**src/rtl/id_ex_stage_reg_pkg.sv**
```systemverilog
// Shared types and constants for the ID/EX pipeline register.
package id_ex_pkg;

    localparam int DEF_DATA_W     = 8;
    localparam int DEF_REG_ADDR_W = 3;
    localparam int DEF_ALUOP_W    = 2;
    localparam int DEF_CNT_W      = 8;

    localparam logic [DEF_ALUOP_W-1:0] ALUOP_ADD   = 2'b00;
    localparam logic [DEF_ALUOP_W-1:0] ALUOP_SUB   = 2'b01;
    localparam logic [DEF_ALUOP_W-1:0] ALUOP_FUNCT = 2'b10;

    // Decoded control bundle carried from ID into EX.
    typedef struct packed {
        logic                   regwrite;
        logic                   memread;
        logic                   memwrite;
        logic                   memtoreg;
        logic                   alusrc;
        logic                   branch;
        logic [DEF_ALUOP_W-1:0] aluop;
    } ctrl_t;

    // A bubble carries no side effects: nothing written, nothing read.
    localparam ctrl_t CTRL_NOP = '0;

    // Control of a non-instruction slot must never reach EX.
    function automatic ctrl_t gate_ctrl(input ctrl_t c, input logic valid);
        return valid ? c : CTRL_NOP;
    endfunction

endpackage

```
**src/rtl/id_ex_stage_reg_if.sv**
```systemverilog
// ID-side inputs and EX-side outputs of the ID/EX pipeline register.
interface id_ex_stage_reg_if
    import id_ex_pkg::*;
#(
    parameter int DATA_W     = DEF_DATA_W,
    parameter int REG_ADDR_W = DEF_REG_ADDR_W,
    parameter int ALUOP_W    = DEF_ALUOP_W,
    parameter int CNT_W      = DEF_CNT_W
) ();
    logic                  id_valid;
    logic [DATA_W-1:0]     id_readdata1;
    logic [DATA_W-1:0]     id_readdata2;
    logic [DATA_W-1:0]     id_imm;
    logic [REG_ADDR_W-1:0] id_rs1;
    logic [REG_ADDR_W-1:0] id_rs2;
    logic [REG_ADDR_W-1:0] id_rd;
    logic                  id_regwrite;
    logic                  id_memread;
    logic                  id_memwrite;
    logic                  id_memtoreg;
    logic                  id_alusrc;
    logic                  id_branch;
    logic [ALUOP_W-1:0]    id_aluop;
    logic                  ex_ready;
    logic                  ex_flush;

    logic                  ex_valid;
    logic [DATA_W-1:0]     ex_readdata1;
    logic [DATA_W-1:0]     ex_readdata2;
    logic [DATA_W-1:0]     ex_imm;
    logic [REG_ADDR_W-1:0] ex_rs1;
    logic [REG_ADDR_W-1:0] ex_rs2;
    logic [REG_ADDR_W-1:0] ex_rd;
    logic                  ex_regwrite;
    logic                  ex_memread;
    logic                  ex_memwrite;
    logic                  ex_memtoreg;
    logic                  ex_alusrc;
    logic                  ex_branch;
    logic [ALUOP_W-1:0]    ex_aluop;
    logic                  id_stall;
    logic [CNT_W-1:0]      bubble_count;

    // Pipeline-side driver (ID stage, EX feedback).
    modport master (
        output id_valid, id_readdata1, id_readdata2, id_imm, id_rs1, id_rs2, id_rd,
               id_regwrite, id_memread, id_memwrite, id_memtoreg, id_alusrc,
               id_branch, id_aluop, ex_ready, ex_flush,
        input  ex_valid, ex_readdata1, ex_readdata2, ex_imm, ex_rs1, ex_rs2, ex_rd,
               ex_regwrite, ex_memread, ex_memwrite, ex_memtoreg, ex_alusrc,
               ex_branch, ex_aluop, id_stall, bubble_count
    );

    // The stage register itself.
    modport slave (
        input  id_valid, id_readdata1, id_readdata2, id_imm, id_rs1, id_rs2, id_rd,
               id_regwrite, id_memread, id_memwrite, id_memtoreg, id_alusrc,
               id_branch, id_aluop, ex_ready, ex_flush,
        output ex_valid, ex_readdata1, ex_readdata2, ex_imm, ex_rs1, ex_rs2, ex_rd,
               ex_regwrite, ex_memread, ex_memwrite, ex_memtoreg, ex_alusrc,
               ex_branch, ex_aluop, id_stall, bubble_count
    );
endinterface

```
**src/rtl/id_ex_stage_reg_load_use_detect.sv**
```systemverilog
// Load-use hazard: the load now in EX writes a register ID is about to read.
module load_use_detect #(
    parameter int REG_ADDR_W = 3
) (
    input  logic                  id_valid_i,
    input  logic [REG_ADDR_W-1:0] id_rs1_i,
    input  logic [REG_ADDR_W-1:0] id_rs2_i,
    input  logic                  ex_valid_i,
    input  logic                  ex_memread_i,
    input  logic [REG_ADDR_W-1:0] ex_rd_i,
    output logic                  hazard_o
);
    // Register 0 is hard-wired, so a load targeting it never blocks anyone.
    always_comb begin
        hazard_o = id_valid_i & ex_valid_i & ex_memread_i & (ex_rd_i != '0)
                 & ((ex_rd_i == id_rs1_i) | (ex_rd_i == id_rs2_i));
    end
endmodule

```
**src/rtl/id_ex_stage_reg.sv**
```systemverilog
// ID/EX pipeline register with load-use bubble insertion, hold and flush.
module id_ex_stage_reg
    import id_ex_pkg::*;
#(
    parameter int DATA_W     = DEF_DATA_W,
    parameter int REG_ADDR_W = DEF_REG_ADDR_W,
    parameter int CNT_W      = DEF_CNT_W
) (
    input  logic              clock,
    input  logic              reset,
    id_ex_stage_reg_if.slave  bus
);
    logic                  valid_q, valid_d;
    ctrl_t                 ctrl_q, ctrl_d;
    logic [DATA_W-1:0]     rd1_q, rd1_d;
    logic [DATA_W-1:0]     rd2_q, rd2_d;
    logic [DATA_W-1:0]     imm_q, imm_d;
    logic [REG_ADDR_W-1:0] rs1_q, rs1_d;
    logic [REG_ADDR_W-1:0] rs2_q, rs2_d;
    logic [REG_ADDR_W-1:0] rd_q, rd_d;
    logic [CNT_W-1:0]      cnt_q, cnt_d;

    ctrl_t id_ctrl;
    logic  hazard;
    logic  hold;

    assign id_ctrl = '{regwrite: bus.id_regwrite, memread: bus.id_memread,
                       memwrite: bus.id_memwrite, memtoreg: bus.id_memtoreg,
                       alusrc: bus.id_alusrc, branch: bus.id_branch,
                       aluop: bus.id_aluop};

    load_use_detect #(.REG_ADDR_W(REG_ADDR_W)) u_detect (
        .id_valid_i   (bus.id_valid),
        .id_rs1_i     (bus.id_rs1),
        .id_rs2_i     (bus.id_rs2),
        .ex_valid_i   (valid_q),
        .ex_memread_i (ctrl_q.memread),
        .ex_rd_i      (rd_q),
        .hazard_o     (hazard)
    );

    assign hold = valid_q & ~bus.ex_ready;

    // Next slot contents: flush beats hold beats hazard beats a normal load.
    always_comb begin
        valid_d = valid_q;
        ctrl_d  = ctrl_q;
        rd1_d   = rd1_q;
        rd2_d   = rd2_q;
        imm_d   = imm_q;
        rs1_d   = rs1_q;
        rs2_d   = rs2_q;
        rd_d    = rd_q;
        cnt_d   = cnt_q;
        if (bus.ex_flush || (!hold && hazard)) begin
            valid_d = 1'b0;
            ctrl_d  = CTRL_NOP;
            rd1_d   = '0;
            rd2_d   = '0;
            imm_d   = '0;
            rs1_d   = '0;
            rs2_d   = '0;
            rd_d    = '0;
            // Only hazard bubbles are counted, and the count sticks at all-ones.
            if (!bus.ex_flush && cnt_q != '1) begin
                cnt_d = cnt_q + CNT_W'(1);
            end
        end else if (!hold) begin
            valid_d = bus.id_valid;
            ctrl_d  = gate_ctrl(id_ctrl, bus.id_valid);
            rd1_d   = bus.id_readdata1;
            rd2_d   = bus.id_readdata2;
            imm_d   = bus.id_imm;
            rs1_d   = bus.id_rs1;
            rs2_d   = bus.id_rs2;
            rd_d    = bus.id_rd;
        end
    end

    // Slot state register; reset clears it immediately.
    always_ff @(posedge clock or negedge reset) begin
        if (!reset) begin
            valid_q <= 1'b0;
            ctrl_q  <= CTRL_NOP;
            rd1_q   <= '0;
            rd2_q   <= '0;
            imm_q   <= '0;
            rs1_q   <= '0;
            rs2_q   <= '0;
            rd_q    <= '0;
            cnt_q   <= '0;
        end else begin
            valid_q <= valid_d;
            ctrl_q  <= ctrl_d;
            rd1_q   <= rd1_d;
            rd2_q   <= rd2_d;
            imm_q   <= imm_d;
            rs1_q   <= rs1_d;
            rs2_q   <= rs2_d;
            rd_q    <= rd_d;
            cnt_q   <= cnt_d;
        end
    end

    assign bus.ex_valid     = valid_q;
    assign bus.ex_readdata1 = rd1_q;
    assign bus.ex_readdata2 = rd2_q;
    assign bus.ex_imm       = imm_q;
    assign bus.ex_rs1       = rs1_q;
    assign bus.ex_rs2       = rs2_q;
    assign bus.ex_rd        = rd_q;
    assign bus.ex_regwrite  = ctrl_q.regwrite;
    assign bus.ex_memread   = ctrl_q.memread;
    assign bus.ex_memwrite  = ctrl_q.memwrite;
    assign bus.ex_memtoreg  = ctrl_q.memtoreg;
    assign bus.ex_alusrc    = ctrl_q.alusrc;
    assign bus.ex_branch    = ctrl_q.branch;
    assign bus.ex_aluop     = ctrl_q.aluop;
    assign bus.bubble_count = cnt_q;
    // A flush already empties the slot, so there is nothing left to stall for.
    assign bus.id_stall     = (hazard | hold) & ~bus.ex_flush;
endmodule
```
**src/flat_wrapper.sv**
```systemverilog
// flat-port wrapper written by rule: the top's interface ports become plain ports
module id_ex_stage_reg_flat import id_ex_pkg::*;
#(
    parameter int DATA_W     = DEF_DATA_W,
    parameter int REG_ADDR_W = DEF_REG_ADDR_W,
    parameter int CNT_W      = DEF_CNT_W
)
  (clock, reset, bus_id_valid, bus_id_readdata1, bus_id_readdata2, bus_id_imm, bus_id_rs1, bus_id_rs2, bus_id_rd, bus_id_regwrite, bus_id_memread, bus_id_memwrite, bus_id_memtoreg, bus_id_alusrc, bus_id_branch, bus_id_aluop, bus_ex_ready, bus_ex_flush, bus_ex_valid, bus_ex_readdata1, bus_ex_readdata2, bus_ex_imm, bus_ex_rs1, bus_ex_rs2, bus_ex_rd, bus_ex_regwrite, bus_ex_memread, bus_ex_memwrite, bus_ex_memtoreg, bus_ex_alusrc, bus_ex_branch, bus_ex_aluop, bus_id_stall, bus_bubble_count);
  id_ex_stage_reg_if #(.DATA_W(DATA_W), .REG_ADDR_W(REG_ADDR_W), .CNT_W(CNT_W)) bus_i ();
  input  logic clock;
  input  logic reset;
  input wire logic [$bits(bus_i.id_valid)-1:0] bus_id_valid;
  input wire logic [$bits(bus_i.id_readdata1)-1:0] bus_id_readdata1;
  input wire logic [$bits(bus_i.id_readdata2)-1:0] bus_id_readdata2;
  input wire logic [$bits(bus_i.id_imm)-1:0] bus_id_imm;
  input wire logic [$bits(bus_i.id_rs1)-1:0] bus_id_rs1;
  input wire logic [$bits(bus_i.id_rs2)-1:0] bus_id_rs2;
  input wire logic [$bits(bus_i.id_rd)-1:0] bus_id_rd;
  input wire logic [$bits(bus_i.id_regwrite)-1:0] bus_id_regwrite;
  input wire logic [$bits(bus_i.id_memread)-1:0] bus_id_memread;
  input wire logic [$bits(bus_i.id_memwrite)-1:0] bus_id_memwrite;
  input wire logic [$bits(bus_i.id_memtoreg)-1:0] bus_id_memtoreg;
  input wire logic [$bits(bus_i.id_alusrc)-1:0] bus_id_alusrc;
  input wire logic [$bits(bus_i.id_branch)-1:0] bus_id_branch;
  input wire logic [$bits(bus_i.id_aluop)-1:0] bus_id_aluop;
  input wire logic [$bits(bus_i.ex_ready)-1:0] bus_ex_ready;
  input wire logic [$bits(bus_i.ex_flush)-1:0] bus_ex_flush;
  output wire logic [$bits(bus_i.ex_valid)-1:0] bus_ex_valid;
  output wire logic [$bits(bus_i.ex_readdata1)-1:0] bus_ex_readdata1;
  output wire logic [$bits(bus_i.ex_readdata2)-1:0] bus_ex_readdata2;
  output wire logic [$bits(bus_i.ex_imm)-1:0] bus_ex_imm;
  output wire logic [$bits(bus_i.ex_rs1)-1:0] bus_ex_rs1;
  output wire logic [$bits(bus_i.ex_rs2)-1:0] bus_ex_rs2;
  output wire logic [$bits(bus_i.ex_rd)-1:0] bus_ex_rd;
  output wire logic [$bits(bus_i.ex_regwrite)-1:0] bus_ex_regwrite;
  output wire logic [$bits(bus_i.ex_memread)-1:0] bus_ex_memread;
  output wire logic [$bits(bus_i.ex_memwrite)-1:0] bus_ex_memwrite;
  output wire logic [$bits(bus_i.ex_memtoreg)-1:0] bus_ex_memtoreg;
  output wire logic [$bits(bus_i.ex_alusrc)-1:0] bus_ex_alusrc;
  output wire logic [$bits(bus_i.ex_branch)-1:0] bus_ex_branch;
  output wire logic [$bits(bus_i.ex_aluop)-1:0] bus_ex_aluop;
  output wire logic [$bits(bus_i.id_stall)-1:0] bus_id_stall;
  output wire logic [$bits(bus_i.bubble_count)-1:0] bus_bubble_count;
  assign bus_i.id_valid = bus_id_valid;
  assign bus_i.id_readdata1 = bus_id_readdata1;
  assign bus_i.id_readdata2 = bus_id_readdata2;
  assign bus_i.id_imm = bus_id_imm;
  assign bus_i.id_rs1 = bus_id_rs1;
  assign bus_i.id_rs2 = bus_id_rs2;
  assign bus_i.id_rd = bus_id_rd;
  assign bus_i.id_regwrite = bus_id_regwrite;
  assign bus_i.id_memread = bus_id_memread;
  assign bus_i.id_memwrite = bus_id_memwrite;
  assign bus_i.id_memtoreg = bus_id_memtoreg;
  assign bus_i.id_alusrc = bus_id_alusrc;
  assign bus_i.id_branch = bus_id_branch;
  assign bus_i.id_aluop = bus_id_aluop;
  assign bus_i.ex_ready = bus_ex_ready;
  assign bus_i.ex_flush = bus_ex_flush;
  assign bus_ex_valid = bus_i.ex_valid;
  assign bus_ex_readdata1 = bus_i.ex_readdata1;
  assign bus_ex_readdata2 = bus_i.ex_readdata2;
  assign bus_ex_imm = bus_i.ex_imm;
  assign bus_ex_rs1 = bus_i.ex_rs1;
  assign bus_ex_rs2 = bus_i.ex_rs2;
  assign bus_ex_rd = bus_i.ex_rd;
  assign bus_ex_regwrite = bus_i.ex_regwrite;
  assign bus_ex_memread = bus_i.ex_memread;
  assign bus_ex_memwrite = bus_i.ex_memwrite;
  assign bus_ex_memtoreg = bus_i.ex_memtoreg;
  assign bus_ex_alusrc = bus_i.ex_alusrc;
  assign bus_ex_branch = bus_i.ex_branch;
  assign bus_ex_aluop = bus_i.ex_aluop;
  assign bus_id_stall = bus_i.id_stall;
  assign bus_bubble_count = bus_i.bubble_count;
  id_ex_stage_reg #(.DATA_W(DATA_W), .REG_ADDR_W(REG_ADDR_W), .CNT_W(CNT_W)) u_core (.clock(clock), .reset(reset), .bus(bus_i));
endmodule
```
**config.mk**
```make
export PLATFORM = sky130hd
export DESIGN_NAME = id_ex_stage_reg_flat
export DESIGN_NICKNAME = d
export VERILOG_FILES = /design/src/rtl/id_ex_stage_reg_pkg.sv /design/src/rtl/id_ex_stage_reg_if.sv /design/src/rtl/id_ex_stage_reg_load_use_detect.sv /design/src/rtl/id_ex_stage_reg.sv /design/src/flat_wrapper.sv
export SDC_FILE = /design/constraint.sdc
export NUM_CORES = 1
export LEC_CHECK = 0
export BUFFER_PORTS_ARGS = -buffer_cell sky130_fd_sc_hd__buf_2
export CORE_ASPECT_RATIO = 1.2
export CORE_MARGIN = 4
export CORE_UTILIZATION = 51
export CTS_BUF_LIST = sky130_fd_sc_hd__clkbuf_2
export DETAILED_ROUTE_END_ITERATION = 8
export GPL_TIMING_DRIVEN = 1
export PLACE_DENSITY = 0.88
export SETUP_SLACK_MARGIN = 0.4
export SYNTH_ARGS = -nofsm -noshare
export SYNTH_HDL_FRONTEND = slang
export SYNTH_HIERARCHICAL = 1
export SYNTH_SLANG_ARGS = --single-unit
```
**constraint.sdc**
```tcl
create_clock -name clock -period 5.2 [get_ports clock]
set_clock_uncertainty 0.2 [all_clocks]
set_input_delay 0.26 -clock clock [delete_from_list [all_inputs] [get_ports clock]]
set_output_delay 0.26 -clock clock [all_outputs]
set_load 0.01 [all_outputs]
```
==> results of run 1 <==
## layout by cell type, fill, tap and decap left out, drive strengths merged, types with 2 or more instances in the layout
cell	synthesis	layout
a22o	41	41
buf	0	97
clkbuf	7	7
dfrtp	50	50
dlygate4sd3	0	44
mux2	2	2
nand2	5	5
nand2b	2	2
nand3	5	5
nor2	5	5
nor2b	2	2
nor3	7	7
nor4	3	3
xnor2	3	3
xor2	6	6
## layout make-up
type / instances / area [sq um]
well taps: 52 / 65.1
clock buffers: 7 / 35.0
inverters: 1 / 3.75
flip-flops and latches: 50 / 1250
multi-input cells: 90 / 696
clock inverters: 1 / 30.0
repair buffers: 141 / 928
fillers: 227 / 654
## worst max-delay path, cell delays in order (launching register included)
cell	delay, ns
dfrtp_1	0.49
xor2_1	0.21
nor4_1	0.39
nor4_1	0.12
nor3_1	0.43
nor2b_4	0.29
nand3_1	0.10
or3_1	0.37
mux2_1	0.32
## sequential cells by signal (all words and copies together) (netlist names), 2 cells and up
name,count
u_core/bus.ex_readdata2,8
u_core/bus.ex_imm,8
u_core/bus.ex_rs2,3
u_core/bus.ex_rs1,3
u_core/bus.bubble_count,8
u_core/bus.ex_readdata1,8
u_core/bus.ex_rd,3
u_core/bus.ex_aluop,2
## power by group through the flow
stage / Clock, mW / Combinational [mW] / Sequential (mW)
floorplan: 0 / 0.0318 / 0.438
global placement: 0 / 0.0956 / 0.428
detailed placement: 0 / 0.0969 / 0.429
CTS: 0.202 / 0.124 / 0.422
global route: 0.223 / 0.136 / 0.426
finish: 0.200 / 0.126 / 0.423
## repair_timing
item,in CTS,in global routing
endpoints found under the hold margin,92,0
setup endpoints to repair,0,0
hold buffers,44,0
## metal layers
metal,up-vias,GRT usage (%),wire length [um]
met5,-,0,0
met2,84,43.6,3170
met1,895,31.0,2220
met3,17,5.16,366
li1,843,-,-
met4,0,10.8,182
## per-stage QoR
step	power [mW]	std cells
global placement	0.523	290
detailed placement	0.526	290
CTS	0.748	342
finish	0.749	342
floorplan	0.470	148
global route	0.785	342
## path summary, 6_finish.rpt
check	depth (start not counted)	to
setup reg to reg	8	u_core/bus.bubble_count[6]
max in group asynchronous	2	u_core/bus.ex_alusrc
hold / removal	4	u_core/bus.ex_memtoreg
setup / recovery	8	u_core/bus.bubble_count[6]
min in group asynchronous	2	u_core/bus.ex_readdata2[0]
hold reg to reg	1	u_core/bus.bubble_count[5]
## logic make-up after synthesis
| family | after synthesis | share of synthesized area, % |
|---|---|---|
| flip-flops | 50 | 63.6 |
| AO/OA/AOI/OAI | 44 | 19.5 |
| AND/OR/NAND/NOR | 33 | 9.16 |
| XOR/XNOR | 9 | 4.01 |
| buffers and inverters | 8 | 1.53 |
| multiplexers | 3 | 1.65 |
| adder cells (fa/ha/maj) | 1 | 0.636 |
==> impl_metrics.py, run 1 <==
metrics = {
    "timing": {
        "hold_slack_ns": 0.193,
        "period_share_pct": 58.1,
        "relSlewSlack_pct": 18.5,
        "rsz0062_at_grt": "no",
        "clock.fmax_mhz": 331,
        "worst_slack_ns": 2.18,
        "worst-slew-pin-transition_ns": 1.22,
        "slew_violations": 0,
        "min_period_ns": 3.02,
        "setup_tns_ns": 0,
        "finalHoldViolations": 0,
        "finalSetupViolations": 0,
    },
    "critical_path": {
        "rrSetupSlack_ns": 2.18,
        "crit_path_max_fanout": 5,
        "critical_path_class": "flip-flop to flip-flop",
        "end_kind": "flip-flop",
        "crit_start": "u_core/bus.ex_rd[2]",
        "required_ns": 5.32,
        "start_kind": "flip-flop",
        "worst-endpoint-arrival_ns": 3.14,
        "r2r-start": "u_core/bus.ex_rd[2]",
    },
    "cells_and_area": {
        "antenna_cells": 0,
        "final_core_util_pct": 82.1,
        "drive_gt1_share_pct": 37.6,
        "nNetsFinal": 336,
        "area_growth_pct": 52.9,
        "final_area_sq_um": 3010,
    },
    "die": {
        "die_x_um": 64.7,
        "core-area_sq_um": 3660,
        "ios": 97,
        "die_h_um": 76.1,
        "dieArea_sq_um": 4920,
        "start_util_pct": 53.7,
        "row_count": 24,
    },
    "grt": {
        "grt_first_pass_wirelength_mm": 9.69,
        "track_usage_pct": 25.6,
        "grt_pass1_vias": 1935,
        "gr-total-overflow": 0,
        "antenna_found_initial": 0,
        "grt_max_degree": 51,
    },
    "yosys": {
        "ys_warn_count": 6,
        "synth-seq-cells": 50,
        "synth-seq-area-share_pct": 63.6,
        "synth_cell_types": 26,
        "synth_area_sq_um": 1970,
        "synth-edff-count": 0,
        "avgSynthCellArea_sq_um": 13.3,
        "synthTopCellsByCount": "dfrtp_1 (50), a22o_1 (41), clkbuf_1 (7)",
        "synth_nets": 195,
        "yosysTopAreaCellShare_pct": 63.6,
        "synth_area_leaders": "dfrtp_1 (64%), a22o_1 (18%), xor2_1 (2.7%)",
        "syn_inst": 148,
        "async_reset_ff_share_pct": 100,
        "synthFlopType": "dfrtp_1",
        "yosysTopAreaCell": "dfrtp_1",
        "synth.most_common_cell": "dfrtp_1",
    },
    "pwr": {
        "swShare_pct": 25.2,
        "p_leak_nw": 1.62,
        "p_per_area_nw_per_um2": 249,
        "p_clk_share_pct": 26.7,
        "switchingPower_mw": 0.189,
        "ir_drop_mv": 0.152,
        "power_frac_seq_pct": 56.4,
        "p_int_mw": 0.561,
        "comb_power_share_pct": 16.8,
    },
    "clock_tree": {
        "cts_buffers": 5,
        "tritoncts": "built",
        "clock_path_buffers": 2,
        "cts_resized": 0,
        "postCtsSetupBuffers": 0,
        "cts.clk_slew.worst_paths_ns": 0.24,
        "clock_latency_ns": 0.42,
        "clock-sinks": 50,
        "cts_root_buf": "clkbuf_2",
        "htreeDepth": 2,
    },
    "placed_design": {
        "dp_slack_ns": 2.34,
        "place_congestion": 0.916,
        "port_buffers": 96,
        "placed_area_sq_um": 2500,
        "hpwl_mm": 3.47,
    },
    "detailed_routing": {
        "dr.pass1.iters": 4,
        "routed_via_density": 5.38,
        "vias": 1839,
        "drtIter0Drc": 135,
        "detail-route-antenna-nets": 0,
        "routed_wl_mm": 5.94,
        "avgRoutedWirePerCell_um": 17.4,
        "post-route-drc-count": 0,
    },
    "worst_hold_path": {
        "hold_path_class": "input port to flip-flop",
        "holdCritStartpoint": "bus_id_valid",
    },
    "outcome": {
        "outcome": "finished, final reports clean",
    },
    "job": {
        "maxCapViolations": 0,
    },
}
Note: power is estimated with default switching activity, not from simulation.
==> run 2, diff against run 1 <==
--- a/config.mk
+++ b/config.mk
@@ -8,11 +8,11 @@
 export BUFFER_PORTS_ARGS = -buffer_cell sky130_fd_sc_hd__buf_2
 export CORE_ASPECT_RATIO = 1.2
 export CORE_MARGIN = 4
-export CORE_UTILIZATION = 51
+export CORE_UTILIZATION = 47
 export CTS_BUF_LIST = sky130_fd_sc_hd__clkbuf_2
 export DETAILED_ROUTE_END_ITERATION = 8
 export GPL_TIMING_DRIVEN = 1
-export PLACE_DENSITY = 0.88
+export PLACE_DENSITY = 0.82
 export SETUP_SLACK_MARGIN = 0.4
 export SYNTH_ARGS = -nofsm -noshare
 export SYNTH_HDL_FRONTEND = slang
==> constraint.sdc (replaced) <==
create_clock -name clock -period 2.85 [get_ports clock]
set_clock_uncertainty 0.2 [all_clocks]
set_input_delay 0.1425 -clock clock [delete_from_list [all_inputs] [get_ports clock]]
set_output_delay 0.1425 -clock clock [all_outputs]
set_load 0.01 [all_outputs]
==> run 2 against run 1 <==
Via count rose by 1.8%. Combinational power increased by 95%. Final cell count rose by 3.2%. Total power rose by 87%. Critical path depth up 1. Fmax rose by 17%. Flip-flop and latch count unchanged. Die area grew 7.5%. Sequential power increased by 83%. Register-to-register slack got worse by 1.9 ns. Largest cell class unchanged.
==> impl_metrics.py, run 2 (same netlist as run 1, synthesis figures left out) <==
metrics = {
    "die": {
        "die_h_um": 78.9,
        "die_x_um": 67.1,
        "start_util_pct": 49.2,
        "dieArea_sq_um": 5290,
        "row_count": 25,
        "ios": 97,
        "core-area_sq_um": 4000,
    },
    "cells_and_area": {
        "nNetsFinal": 345,
        "final_common_cell": "buf_2",
        "stdcell_count": 353,
        "antenna_cells": 0,
        "drive_gt1_share_pct": 44.8,
        "area_growth_pct": 62.2,
        "nFillCells": 241,
        "layout_common_cells": "buf_2 (96), dfrtp_1 (48), dlygate4sd3_1 (45)",
    },
    "grt": {
        "grt_first_pass_wirelength_mm": 9.52,
        "antenna_found_initial": 0,
        "grt_pass1_vias": 1959,
        "grt_max_degree": 51,
        "track_usage_pct": 23.9,
        "gr-total-overflow": 0,
    },
    "detailed_routing": {
        "avgRoutedWirePerCell_um": 17.9,
        "dr.pass1.iters": 4,
        "routed_via_density": 5.31,
        "drtIter0Drc": 93,
        "post-route-drc-count": 0,
        "routed_wl_mm": 6.33,
        "vias": 1873,
        "detail-route-antenna-nets": 0,
    },
    "timing": {
        "finalHoldViolations": 0,
        "period_share_pct": 90.9,
        "clock.fmax_mhz": 386,
        "min_period_ns": 2.59,
        "rsz0062_at_grt": "yes",
        "hold_slack_ns": 0.0546,
        "worst-slew-pin-transition_ns": 1.06,
        "setup_tns_ns": 0,
        "relSlewSlack_pct": 29.4,
        "finalSetupViolations": 0,
        "slew_violations": 0,
    },
    "clock_tree": {
        "cts_root_buf": "clkbuf_2",
        "htreeDepth": 2,
        "clock-sinks": 50,
        "clock_path_buffers": 2,
        "clock_latency_ns": 0.43,
        "cts_buffers": 5,
        "cts.clk_slew.worst_paths_ns": 0.25,
        "tritoncts": "built",
    },
    "outcome": {
        "outcome": "finished, final reports clean",
    },
    "placed_design": {
        "place_congestion": 0.793,
        "placed_cells": 294,
        "port_buffers": 96,
    },
    "pwr": {
        "p_per_area_nw_per_um2": 439,
        "p_total_mw": 1.40,
        "ir_drop_mv": 0.241,
        "p_leak_nw": 1.68,
    },
    "critical_path": {
        "start_kind": "flip-flop",
        "rrSetupSlack_ns": 0.26,
        "required_ns": 3.00,
        "worst_path_max_delay_cell": "dfrtp_2",
        "cp_cell_sequence": "xor2_2, nor4_2, nor4_2, nor3_2, buf_4, nor2b_4, nand3_2, or3_4, mux2_4",
        "worst-endpoint-arrival_ns": 2.74,
        "critical_path.most_common_cell": "nor4_2",
        "path_buf_inv": 1,
        "critical_path_class": "flip-flop to flip-flop",
        "crit_path_max_fanout": 4,
        "crit_family": "simple AND/OR/NAND/NOR gates",
        "cpPeakStageDelay_ns": 0.52,
        "end_kind": "flip-flop",
    },
    "job": {
        "maxCapViolations": 0,
    },
    "worst_hold_path": {
        "hold_path_class": "input port to flip-flop",
    },
}
[run 2: where the power goes]
group	leakage [nW]	switching, mW	internal, mW	total (mW)
Combinational	0.979	0.117	0.129	0.246
Clock	0.0433	0.231	0.150	0.382
Sequential	0.653	0.0264	0.747	0.774
[run 2: stage by stage]
stage / utilization, % / worst slack (ns) / cell area, sq um
final: 79.8 / 0.260 / 3190
after global routing: 79.8 / 0.148 / 3190
after CTS: 77.3 / 0.368 / 3090
after detailed placement: 63.1 / 0.155 / 2530
after global placement: 63.1 / 0.303 / 2530
after floorplan: - / 0.416 / 1970
[run 2: tightest hold or removal path, stage by stage]
cell and delay (ns):
buf_2 0.14, nor3_4 0.06, buf_4 0.16, a22o_1 0.17
[run 2: per-layer routing]
layer,wire length (um),vias up,GRT usage (%),share of wire [%]
li1,-,855,-,-
met1,2370,906,26.7,37
met2,3190,96,41.6,50
met3,620,16,8.77,9.8
met4,146,0,7.30,2.3
met5,0,-,0,0
[run 2: repair_timing]
action,in CTS,in global routing
gates resized for setup,4,14
endpoints found under the setup margin,11,35
hold buffers,45,0
endpoints found under the hold margin,94,0
pin swaps,2,5
buffers inserted,3,3
[run 2: final timing paths]
path / start / endpoint / depth (start not counted)
max: u_core/bus.ex_rd[2] / u_core/bus.bubble_count[6] / 9
min: bus_ex_flush / u_core/bus.ex_readdata2[5] / 4
max reg2reg: u_core/bus.ex_rd[2] / u_core/bus.bubble_count[6] / 9
min reg2reg: u_core/bus.ex_readdata2[5] / u_core/bus.ex_readdata2[5] / 1
max in group asynchronous: reset / u_core/bus.ex_rd[2] / 2
min in group asynchronous: reset / u_core/bus.ex_imm[5] / 2
[run 2: cell type report]
cell class,count,area (sq um),area share [%]
clock buffer,5,25.0,0.784
tap,54,67.6,2.12
timing repair buffer,150,1000,31.4
inverter,1,3.75,0.118
multi-input combinational,90,797,25.0
sequential,50,1250,39.3
clock inverter,3,43.8,1.37
==> run 3, diff against run 2 <==
--- a/config.mk
+++ b/config.mk
@@ -8,11 +8,11 @@
 export BUFFER_PORTS_ARGS = -buffer_cell sky130_fd_sc_hd__buf_2
 export CORE_ASPECT_RATIO = 1.2
 export CORE_MARGIN = 4
-export CORE_UTILIZATION = 47
+export CORE_UTILIZATION = 42
 export CTS_BUF_LIST = sky130_fd_sc_hd__clkbuf_2
 export DETAILED_ROUTE_END_ITERATION = 8
 export GPL_TIMING_DRIVEN = 1
-export PLACE_DENSITY = 0.82
+export PLACE_DENSITY = 0.77
 export SETUP_SLACK_MARGIN = 0.4
 export SYNTH_ARGS = -nofsm -noshare
 export SYNTH_HDL_FRONTEND = slang
==> constraint.sdc (replaced) <==
create_clock -name clock -period 2.25 [get_ports clock]
set_clock_uncertainty 0.2 [all_clocks]
set_input_delay 0.1125 -clock clock [delete_from_list [all_inputs] [get_ports clock]]
set_output_delay 0.1125 -clock clock [all_outputs]
set_load 0.01 [all_outputs]
==> run 3 against run 2 <==
The run now ends with setup timing left. Final cell count is 5.4% higher. Combinational power is 55% higher. Critical path depth is 1 higher. Sequential power is 27% higher. Via count is 11% higher. Cell area is 8.0% higher. Highest routed layer unchanged.
==> impl_metrics.py, run 3 (same netlist as run 1, synthesis figures left out) <==
metrics = {
    "outcome": {
        "outcome": "finished with violations",
        "violations": "setup timing",
    },
    "worst_hold_path": {
        "hold_depth": 4,
        "hold_path_class": "input port to flip-flop",
    },
    "cells_and_area": {
        "area_growth_pct": 75.1,
        "nNetsFinal": 360,
        "antenna_cells": 0,
        "drive_gt1_share_pct": 48.4,
        "final_common_cell": "buf_2",
        "nFillCells": 243,
        "layout_common_cells": "buf_2 (96), dfrtp_1 (48), dlygate4sd3_1 (47)",
        "final_core_util_pct": 75.6,
        "final_area_sq_um": 3450,
    },
    "critical_path": {
        "worstRegToRegCells": 10,
        "cpPeakStageDelay_ns": 0.54,
        "crit_path_max_fanout": 8,
        "worst-endpoint-arrival_ns": 2.74,
        "end_kind": "flip-flop",
        "required_ns": 2.44,
        "start_kind": "flip-flop",
        "critical_path.most_common_cell": "buf_4",
        "worst_path_max_delay_cell": "dfrtp_2",
        "critical_path_class": "flip-flop to flip-flop",
        "cp_cell_sequence": "buf_4, buf_4, nor3_1, nor3_2, buf_4, buf_4, nor3_4, buf_6, clkbuf_16, a22o_1",
    },
    "timing": {
        "finalSetupViolations": 50,
        "setup_tns_ns": -9.74,
        "finalHoldViolations": 0,
        "period_share_pct": 113,
        "rsz0062_at_grt": "yes",
        "relSlewSlack_pct": 40.1,
        "clock.fmax_mhz": 392,
        "worst_slack_ns": -0.301,
        "slew_violations": 0,
        "min_period_ns": 2.55,
        "worst-slew-pin-transition_ns": 0.898,
    },
    "die": {
        "die_h_um": 83.0,
        "row_count": 27,
        "start_util_pct": 43.2,
        "die_x_um": 70.5,
        "core-area_sq_um": 4560,
        "ios": 97,
        "dieArea_sq_um": 5850,
    },
    "pwr": {
        "ir_drop_mv": 0.275,
        "p_leak_nw": 1.77,
        "p_per_area_nw_per_um2": 537,
        "p_total_mw": 1.85,
    },
    "detailed_routing": {
        "drtIter0Drc": 246,
        "post-route-drc-count": 0,
        "detail-route-antenna-nets": 0,
        "routed_wl_mm": 7.89,
        "routed_via_density": 5.59,
        "avgRoutedWirePerCell_um": 21.2,
        "vias": 2079,
        "dr.pass1.iters": 5,
    },
    "grt": {
        "track_usage_pct": 23.7,
        "grt_max_degree": 34,
        "grt_pass1_vias": 2105,
        "antenna_found_initial": 0,
        "grt_first_pass_wirelength_mm": 10.8,
        "gr-total-overflow": 0,
    },
    "placed_design": {
        "place_congestion": 0.746,
        "hpwl_mm": 3.88,
        "port_buffers": 96,
        "placed_area_sq_um": 2640,
    },
    "clock_tree": {
        "htreeDepth": 2,
        "clock_path_buffers": 2,
        "cts_root_buf": "clkbuf_2",
        "cts_buffers": 5,
        "clock-sinks": 50,
        "cts.clk_slew.worst_paths_ns": 0.30,
        "clock_latency_ns": 0.47,
        "tritoncts": "built",
    },
    "job": {
        "maxCapViolations": 0,
    },
}
-- run 3: cell count changes in the layout (fill, tap and decap cells not counted), moves of 2 or more --
cell           change
dlygate4sd3_1      +2
buf_6              +4
buf_4              +6
clkbuf_16          +2
xor2_2             -2
nor2_4             +2
nor2_1             -2
xor2_4             +2
-- run 3: path summary, 6_finish.rpt --
check	start	end	slack, ns
hold / removal	bus_ex_flush	u_core/bus.ex_branch	0.03
min in group asynchronous	reset	u_core/bus.ex_rs2[0]	0.54
setup / recovery	u_core/bus.ex_rd[1]	u_core/bus.ex_readdata1[7]	-0.30
hold reg to reg	u_core/bus.ex_readdata1[4]	u_core/bus.ex_readdata1[4]	0.34
setup reg to reg	u_core/bus.ex_rd[1]	u_core/bus.ex_readdata1[7]	-0.30
max in group asynchronous	reset	u_core/bus.ex_readdata1[3]	0.76
-- run 3: repair_timing --
action / 4_1_cts / 5_1_grt
pin swaps: 12 / 4
buffers inserted: 5 / 3
hold buffers: 45 / 2
endpoints found under the hold margin: 93 / 2
setup endpoints to repair: 51 / 51
gates cloned: 0 / 3
resized for setup: 12 / 13
-- run 3: layer usage --
layer	wire length [um]	GRT usage, %	share of wire [%]
met5	0	0	0
met4	273	9.58	3.5
met2	4050	40.5	51
met3	649	4.36	8.2
met1	2920	29.4	37
-- run 3: layout make-up --
class / instances / area (sq um) / area share [%]
Timing Repair Buffer: 165 / 1180 / 34.3
Sequential cell: 50 / 1250 / 36.4
Clock buffer: 6 / 30.0 / 0.871
Tap cell: 58 / 72.6 / 2.11
Inverter: 1 / 3.75 / 0.109
Clock inverter: 2 / 37.5 / 1.09
Multi-Input combinational cell: 90 / 867 / 25.2
-- run 3: worst max-delay path, delay by kind of cell, from the launching register on --
family | cells | cell delay (ns)
simple gates | 3 | 0.63
flops | 1 | 0.54
compound gates | 1 | 0.16
buf+inv | 6 | 0.93
-- run 3: stage by stage --
step | hold WS (ns) | instances | setup WS, ns
after floorplan | -0.383 | 148 | -0.139
after global placement | -0.141 | 306 | -0.0567
after detailed placement | -0.136 | 306 | -0.142
after CTS | -0.232 | 364 | -0.103
after global routing | 0.00319 | 372 | -0.317
final | 0.0338 | 372 | -0.301
-- run 3: report_power, final --
| part | internal [mW] | leakage, nW | switching [mW] |
|---|---|---|---|
| logic | 0.198 | 1.08 | 0.183 |
| clock network | 0.192 | 0.0392 | 0.295 |
| registers | 0.947 | 0.653 | 0.0383 |
| total | 1.34 | 1.77 | 0.516 |
